### src/rtl/imem_port_arbiter.sv
// Arbiter and sequencer between the CPU fetch port (A), the loader/debug port (B)
// and a single-port, byte-writable instruction RAM with one-cycle read latency.
module imem_port_arbiter #(
    parameter int ADDR_W   = 12,
    parameter int MAX_WAIT = 4
) (
    input  logic              clk,
    input  logic              rst,

    input  logic              a_req,
    input  logic [ADDR_W-1:0] a_addr,
    output logic              a_gnt,
    output logic              a_rvalid,
    output logic [31:0]       a_rdata,

    input  logic              b_req,
    input  logic [3:0]        b_we,
    input  logic [ADDR_W-1:0] b_addr,
    input  logic [31:0]       b_wdata,
    input  logic              b_lock,
    output logic              b_gnt,
    output logic              b_rvalid,
    output logic [31:0]       b_rdata,

    output logic [3:0]        ram_wea,
    output logic [ADDR_W-1:0] ram_addra,
    output logic [31:0]       ram_dina,
    input  logic [31:0]       ram_douta
);

    localparam logic ST_ARB  = 1'b0;
    localparam logic ST_LOCK = 1'b1;

    localparam logic [3:0] WAIT_LIMIT = 4'(MAX_WAIT);

    logic              state_q;
    logic              state_d;
    logic [3:0]        wait_q;
    logic [3:0]        wait_d;
    logic [ADDR_W-1:0] addr_q;
    logic              tag_valid_q;
    logic              tag_owner_q;   // 1: the pending read belongs to B
    logic              b_read;

    // Grants are combinational from this cycle's requests so the RAM sees the
    // winner's address on the same edge; reset suppresses every grant.
    always_comb begin
        // NOTE: every output of a combinational block gets a default first,
        // otherwise an uncovered path infers a latch.
        a_gnt = 1'b0;
        b_gnt = 1'b0;
        if (rst) begin
            if (state_q == ST_LOCK) begin
                b_gnt = b_req;
            end else if (a_req && b_req) begin
                if (wait_q == WAIT_LIMIT) begin
                    b_gnt = 1'b1;
                end else begin
                    a_gnt = 1'b1;
                end
            end else begin
                a_gnt = a_req;
                b_gnt = b_req;
            end
        end
    end

    always_comb begin
        state_d = state_q;
        case (state_q)
            ST_ARB: begin
                if (b_gnt && b_lock) begin
                    state_d = ST_LOCK;
                end
            end
            ST_LOCK: begin
                if (!b_req || (b_gnt && !b_lock)) begin
                    state_d = ST_ARB;
                end
            end
            default: state_d = ST_ARB;
        endcase
    end

    // Saturating count of consecutive cycles B has been kept waiting.
    always_comb begin
        wait_d = wait_q;
        if (b_gnt || !b_req) begin
            wait_d = 4'd0;
        end else if (wait_q < WAIT_LIMIT) begin
            wait_d = wait_q + 4'd1;
        end
    end

    // With no winner the address is held so the RAM never sees a new location
    // alongside a stale write enable.
    always_comb begin
        if (a_gnt) begin
            ram_addra = a_addr;
        end else if (b_gnt) begin
            ram_addra = b_addr;
        end else begin
            ram_addra = addr_q;
        end
    end

    assign ram_wea  = b_gnt ? b_we : 4'b0000;
    assign ram_dina = b_wdata;
    assign b_read   = b_gnt && (b_we == 4'b0000);

    always_ff @(posedge clk or negedge rst) begin
        if (!rst) begin
            state_q     <= ST_ARB;
            wait_q      <= 4'd0;
            addr_q      <= '0;
            tag_valid_q <= 1'b0;
            tag_owner_q <= 1'b0;
        end else begin
            // NOTE: sequential state uses non-blocking assignments so every
            // flop samples the pre-edge values regardless of statement order.
            state_q     <= state_d;
            wait_q      <= wait_d;
            addr_q      <= ram_addra;
            tag_valid_q <= a_gnt || b_read;
            tag_owner_q <= b_gnt;
        end
    end

    // The RAM registers its output, so the tag from the previous edge lines up
    // with the data currently on ram_douta.
    assign a_rvalid = tag_valid_q && !tag_owner_q;
    assign b_rvalid = tag_valid_q && tag_owner_q;
    assign a_rdata  = ram_douta;
    assign b_rdata  = ram_douta;

endmodule

### config.mk
export PLATFORM = sky130hd
export DESIGN_NAME = imem_port_arbiter
export DESIGN_NICKNAME = d
export VERILOG_FILES = /design/src/rtl/imem_port_arbiter.sv
export SDC_FILE = /design/constraint.sdc
export NUM_CORES = 1
export LEC_CHECK = 0
export ABC_AREA = 0
export CAP_MARGIN = 0
export CORE_MARGIN = 8
export CORE_UTILIZATION = 34
export DETAILED_ROUTE_END_ITERATION = 16
export DONT_BUFFER_PORTS = 1
export PLACE_DENSITY = 0.51
export SLEW_MARGIN = 10
export SYNTH_ARGS = -nofsm -noshare
export SYNTH_HDL_FRONTEND = slang
export SYNTH_SLANG_ARGS = --single-unit
### constraint.sdc
create_clock -name clk -period 1.5 [get_ports clk]
set_input_delay 0 -clock clk [delete_from_list [all_inputs] [get_ports clk]]
set_output_delay 0 -clock clk [all_outputs]
set_load 0.05 [all_outputs]
After elaboration in Yosys (flattened, before gate mapping) --
Index checks and enable logic that the tools add are counted.
Word-level totals: bits in registers 19, bits in latches 0, RAM bits 0, ROM bits 0, logic and storage cells 39, memories kept 0
Operators by class: $add $sub $neg 1, multiply operators 0, divide/modulo/power cells 0, $lt $le $gt $ge 1, eq/ne operators 1, shift operators 0, mux-type cells 16, bitwise logic cells 1, reductions and logical operators 14
Operators by type and width (count):
- 12-bit 2-to-1 mux | 2
- 4-bit 2-to-1 mux | 3
- 1-bit 2-to-1 mux | 10
- 1-bit logical AND | 6
- 4-bit by 1-bit adder with 4-bit output, second input constant | 1
- 4-bit by 3-bit == test with 1-bit output, second input constant | 1
- 4-bit zero test | 1
- 4-bit by 3-bit less-than comparator with 1-bit output, second input constant | 1
- 1-bit zero test | 3
- 1-bit logical OR | 3
- 1-bit one-hot mux with 2 select lines | 1
- 2-bit nonzero test | 1
- 1-bit inverter | 1

Depth between registers and ports, before layout --
depth after elaboration 9, depth in mapped cells 7, mapped depth without buffers 5

Worst setup path before layout --
Ideal clock, no wire load.
path kind register to register, from register wait_q[0], to register addr_q[9], library setup time 0.215 ns, data arrival time 2.002 ns, data required time 1.285 ns, slack -0.717 ns, stages on the path, launching flop included 7, period minus slack after synthesis 2.217 ns, cell sequence dfrtp_1 inv_1 ha_1 and4b_1 clkbuf_1 o21ai_0 o211ai_1
On the way: cells in the longest elaborated chain, start to end 7, elaborated cells on any way between the ends 11, those cells by class 1 x eq/ne; 10 x mux
RTL lines:
- start, declared | RTL line 38 | logic [3:0] wait_q;
- start signal, assigned | RTL line 122 | wait_q <= wait_d;
- 4-bit by 3-bit == test with 1-bit output (*) | RTL line 56 | if (wait_q == WAIT_LIMIT) begin
- 1-bit 2-to-1 mux | RTL line 56
- 1-bit 2-to-1 mux | RTL line 55 | end else if (a_req && b_req) begin
- 1-bit 2-to-1 mux | RTL line 53 | if (state_q == ST_LOCK) begin
- 1-bit 2-to-1 mux | RTL line 52 | if (rst) begin
- 12-bit 2-to-1 mux | RTL line 100 | end else if (b_gnt) begin
- 12-bit 2-to-1 mux (*) | RTL line 98 | if (a_gnt) begin
- named net ram_addra[9] | RTL line 26 | output logic [ADDR_W-1:0] ram_addra,
- end signal, assigned | RTL line 123 | addr_q <= ram_addra;
- end, declared | RTL line 40 | logic [ADDR_W-1:0] addr_q;
Mark *: on every way through the listed nets, which the timed path passes. The rest lies on a longest branch. A chain may end at the register's enable or synchronous reset.

Worst setup path after layout --
from register wait_q[0], to output ram_addra[8]
On the way: cells in the longest elaborated chain, start to end 7, elaborated cells on any way between the ends 11, those cells by class 1 x eq/ne; 10 x mux
RTL lines (RTL line):
- 4-bit by 3-bit == test with 1-bit output (*) | 56
- 1-bit 2-to-1 mux | 56
- 1-bit 2-to-1 mux | 55
- 1-bit 2-to-1 mux | 53
- 1-bit 2-to-1 mux | 52
- 12-bit 2-to-1 mux | 100
- 12-bit 2-to-1 mux (*) | 98
- end, declared | 26
Mark *: on every way between the ends. The rest lies on a longest branch, timed or not.

==> results.cfg <==
[layout]
drive_above_1_share_pct = 41.0
antenna_cells = 0
syn2layout_area_growth_pct = 14.2
nFillCells = 509
utilization_pct = 39.4
fin_nets = 278

[logic_synthesis]
synth.area.top_cells = buf_4 (39%), dfrtp_1 (26%), o2111ai_1 (5.7%)
yosysMostFrequentCell = buf_4
yosys_warnings = 0
synth.net_count = 306
netlist.area_leader.share_pct = 38.9
synth_area_um2 = 1850
ys_types = 29
synth_commonest_cells = buf_4 (96), dfrtp_1 (19), nand3_1 (12), o2111ai_1 (12), o21ai_0 (11)
synth_ff_type = dfrtp_1
ys_seq_area_share_pct = 25.6
synth_area_leader_cell = buf_4
syn_inst = 207
ys_seq_elements = 19
async_flop_share_pct = 100
synth_edf_count = 0
synth.avg_cell_area_um2 = 8.96

[worst_hold_path]
hold_path.class = input pin to output port

[drt]
first_pass_iters = 4
ant_nets = 0
drc_errors = 0
wirelength_mm = 4.85
via_per_inst = 5.25
wl_per_cell_um = 19.4
routed-via-count = 1312
drt_iter0_drc = 44

[timing]
period_needed_ns = 1.93
final-setup-viol-count = 22
final-hold-violation-count = 0
slew_headroom_pct = 47.6
period_share_pct = 129
maxSlewViolCount = 0
fin_worst_skew_ns = 0.00789
rsz0062_at_grt = true
timing.final.ws_setup_ns = -0.430
setup_tns_ns = -5.91
tightest_slew_ns = 0.783
timing.fmax_ghz = 0.518

[flow_run]
cap_violations = 0

[clocking]
htreeDepth = 1
cts_tree = built
worstSkewPairLatency_ns = 0.26
clk_pin_slew_ns = 0.08
clock_sinks = 19
root_buffer = clkbuf_8
clockBufferDepth = 2
numCtsBuffers = 3

[die]
start_util_pct = 34.5
die_y_um = 89.9
dieArea_um2 = 8070
io_pins = 213
placement_rows = 27
fp.dieW_um = 89.9
core_um2 = 5370

[worst_setup_path]
path_buf_inv = 3
start_kind = register
path_delay_family = compound AO/OA/AOI/OAI gates
critPathArrivalTime_ns = 1.93
critPathMaxStageDelay_ns = 0.37
end_kind = output port
cp_data_required_time_ns = 1.50
cpMaxStageDelayCell = dfrtp_1
cp_max_fo = 11
path_cells = inv_2, ha_4, and3b_1, o211a_4, buf_12, o211ai_1, buf_4
worst-setup-path-type = register to output port

[global_routing]
grt_pass1_wl_mm = 7.86
antenna_found_initial = 0
grt_max_degree = 33
grtUsageTotal_pct = 11.6
globalRoute.totalOverflow = 0
grt_pass1_vias = 1521

[place]
routabilityCongestion = 0.749
dpl_worst_slack_ns = -0.134
hpwl_mm = 3.40
portBuffers = 0

[outcome]
violations = negative setup slack
outcome = finished, violations left

[power]
p_leak_nw = 0.869
ir_drop_mv = 0.416
p_per_area_nw_per_um2 = 817
through the flow:
step	hold WS, ns	area (um2)	instances	power (mW)
CTS	0.000341	2090	247	1.74
floorplan	-0.296	1950	207	1.74
global route	0.0000724	2120	250	1.83
global placement	-0.294	1610	211	1.20
detailed placement	-0.294	1610	211	1.21
finish	0.0000193	2120	250	1.73
kinds of logic after synthesis:
kind of cell               share of synthesized area (%)
and+or+nand+nor                                     10.4
AOI/OAI and AO/OA                                   18.9
adders and majority gates                           1.35
buffers and inverters                               42.6
muxes                                              0.607
xor gates and xnor gates                           0.472
DFF                                                 25.6
routing by layer:
layer	routed length (um)	GRT usage, %
met5	0	0
met4	226	5.55
met3	391	4.24
met2	2390	20.1
met1	1840	12.2
worst paths after layout:
check | from | endpoint | slack [ns] | depth (start not counted)
min reg2reg | addr_q[11]$_DFF_PN0_ | addr_q[11]$_DFF_PN0_ | 0.61 | 2
max in group asynchronous | rst | addr_q[8]$_DFF_PN0_ | 1.14 | 2
max reg2reg | wait_q[0]$_DFFE_PN0P_ | addr_q[10]$_DFF_PN0_ | -0.12 | 7
max | wait_q[0]$_DFFE_PN0P_ | ram_addra[8] | -0.43 | 7
min | b_wdata[19] | ram_dina[19] | 0.00002 | 0
min in group asynchronous | rst | addr_q[5]$_DFF_PN0_ | 0.18 | 2
cells in the final DEF, fill, tap and decap left out, drive strengths merged:
| master | n |
|---|---|
| ha | 2 |
| nor2 | 2 |
| and3b | 2 |
| and3 | 3 |
| and4b | 1 |
| clkinv | 1 |
| inv | 2 |
| nand4b | 1 |
| dfrtp | 19 |
| xnor2 | 1 |
| clkbuf | 3 |
| o211a | 2 |
| and2 | 5 |
| buf | 45 |
| dlygate4sd3 | 30 |
| o211ai | 13 |
| nand3b | 1 |
| mux2 | 1 |
| o21ai | 13 |
| nor4 | 1 |
| a21boi | 1 |
| nand3 | 12 |
| o2111ai | 12 |
| nand2b | 2 |
| a21o | 1 |
| nor2b | 2 |
flip-flops by register name, summed over array words and instances (netlist names):
signal       cells
tag_owner_q      1
state_q          1
wait_q           4
addr_q          12
tag_valid_q      1
layout make-up:
cell class / instances / area (um2) / area share (%)
Clock buffer: 3 / 41.3 / 1.95
Tap cell: 72 / 90.1 / 4.25
Multi-Input combinational cell: 78 / 733 / 34.6
Clock inverter: 1 / 5.00 / 0.236
Timing Repair Buffer: 75 / 766 / 36.1
Sequential cell: 19 / 475 / 22.4
Inverter: 2 / 7.51 / 0.354
repair_timing:
item / in CTS / in global routing
setup endpoints to repair: 27 / 35
gates resized for setup: 30 / 3
hold buffers: 30 / 1
endpoints found under the hold margin: 37 / 4
setup buffers: 2 / 3
pin swaps: 1 / 1
worst reg2reg max path, stage by stage, from the launching register on:
cell	delay [ns]
dfrtp_1	0.37
inv_2	0.06
ha_4	0.16
and3b_1	0.19
o211a_4	0.26
buf_4	0.14
o211ai_1	0.23
buf_4	0.15
power breakdown:
group	switching [mW]	internal [mW]	total, mW
clock	0.179	0.185	0.363
sequential	0.0199	0.573	0.593
combinational	0.449	0.326	0.775
total	0.647	1.08	1.73
Note: power is estimated with default switching activity, not from simulation.
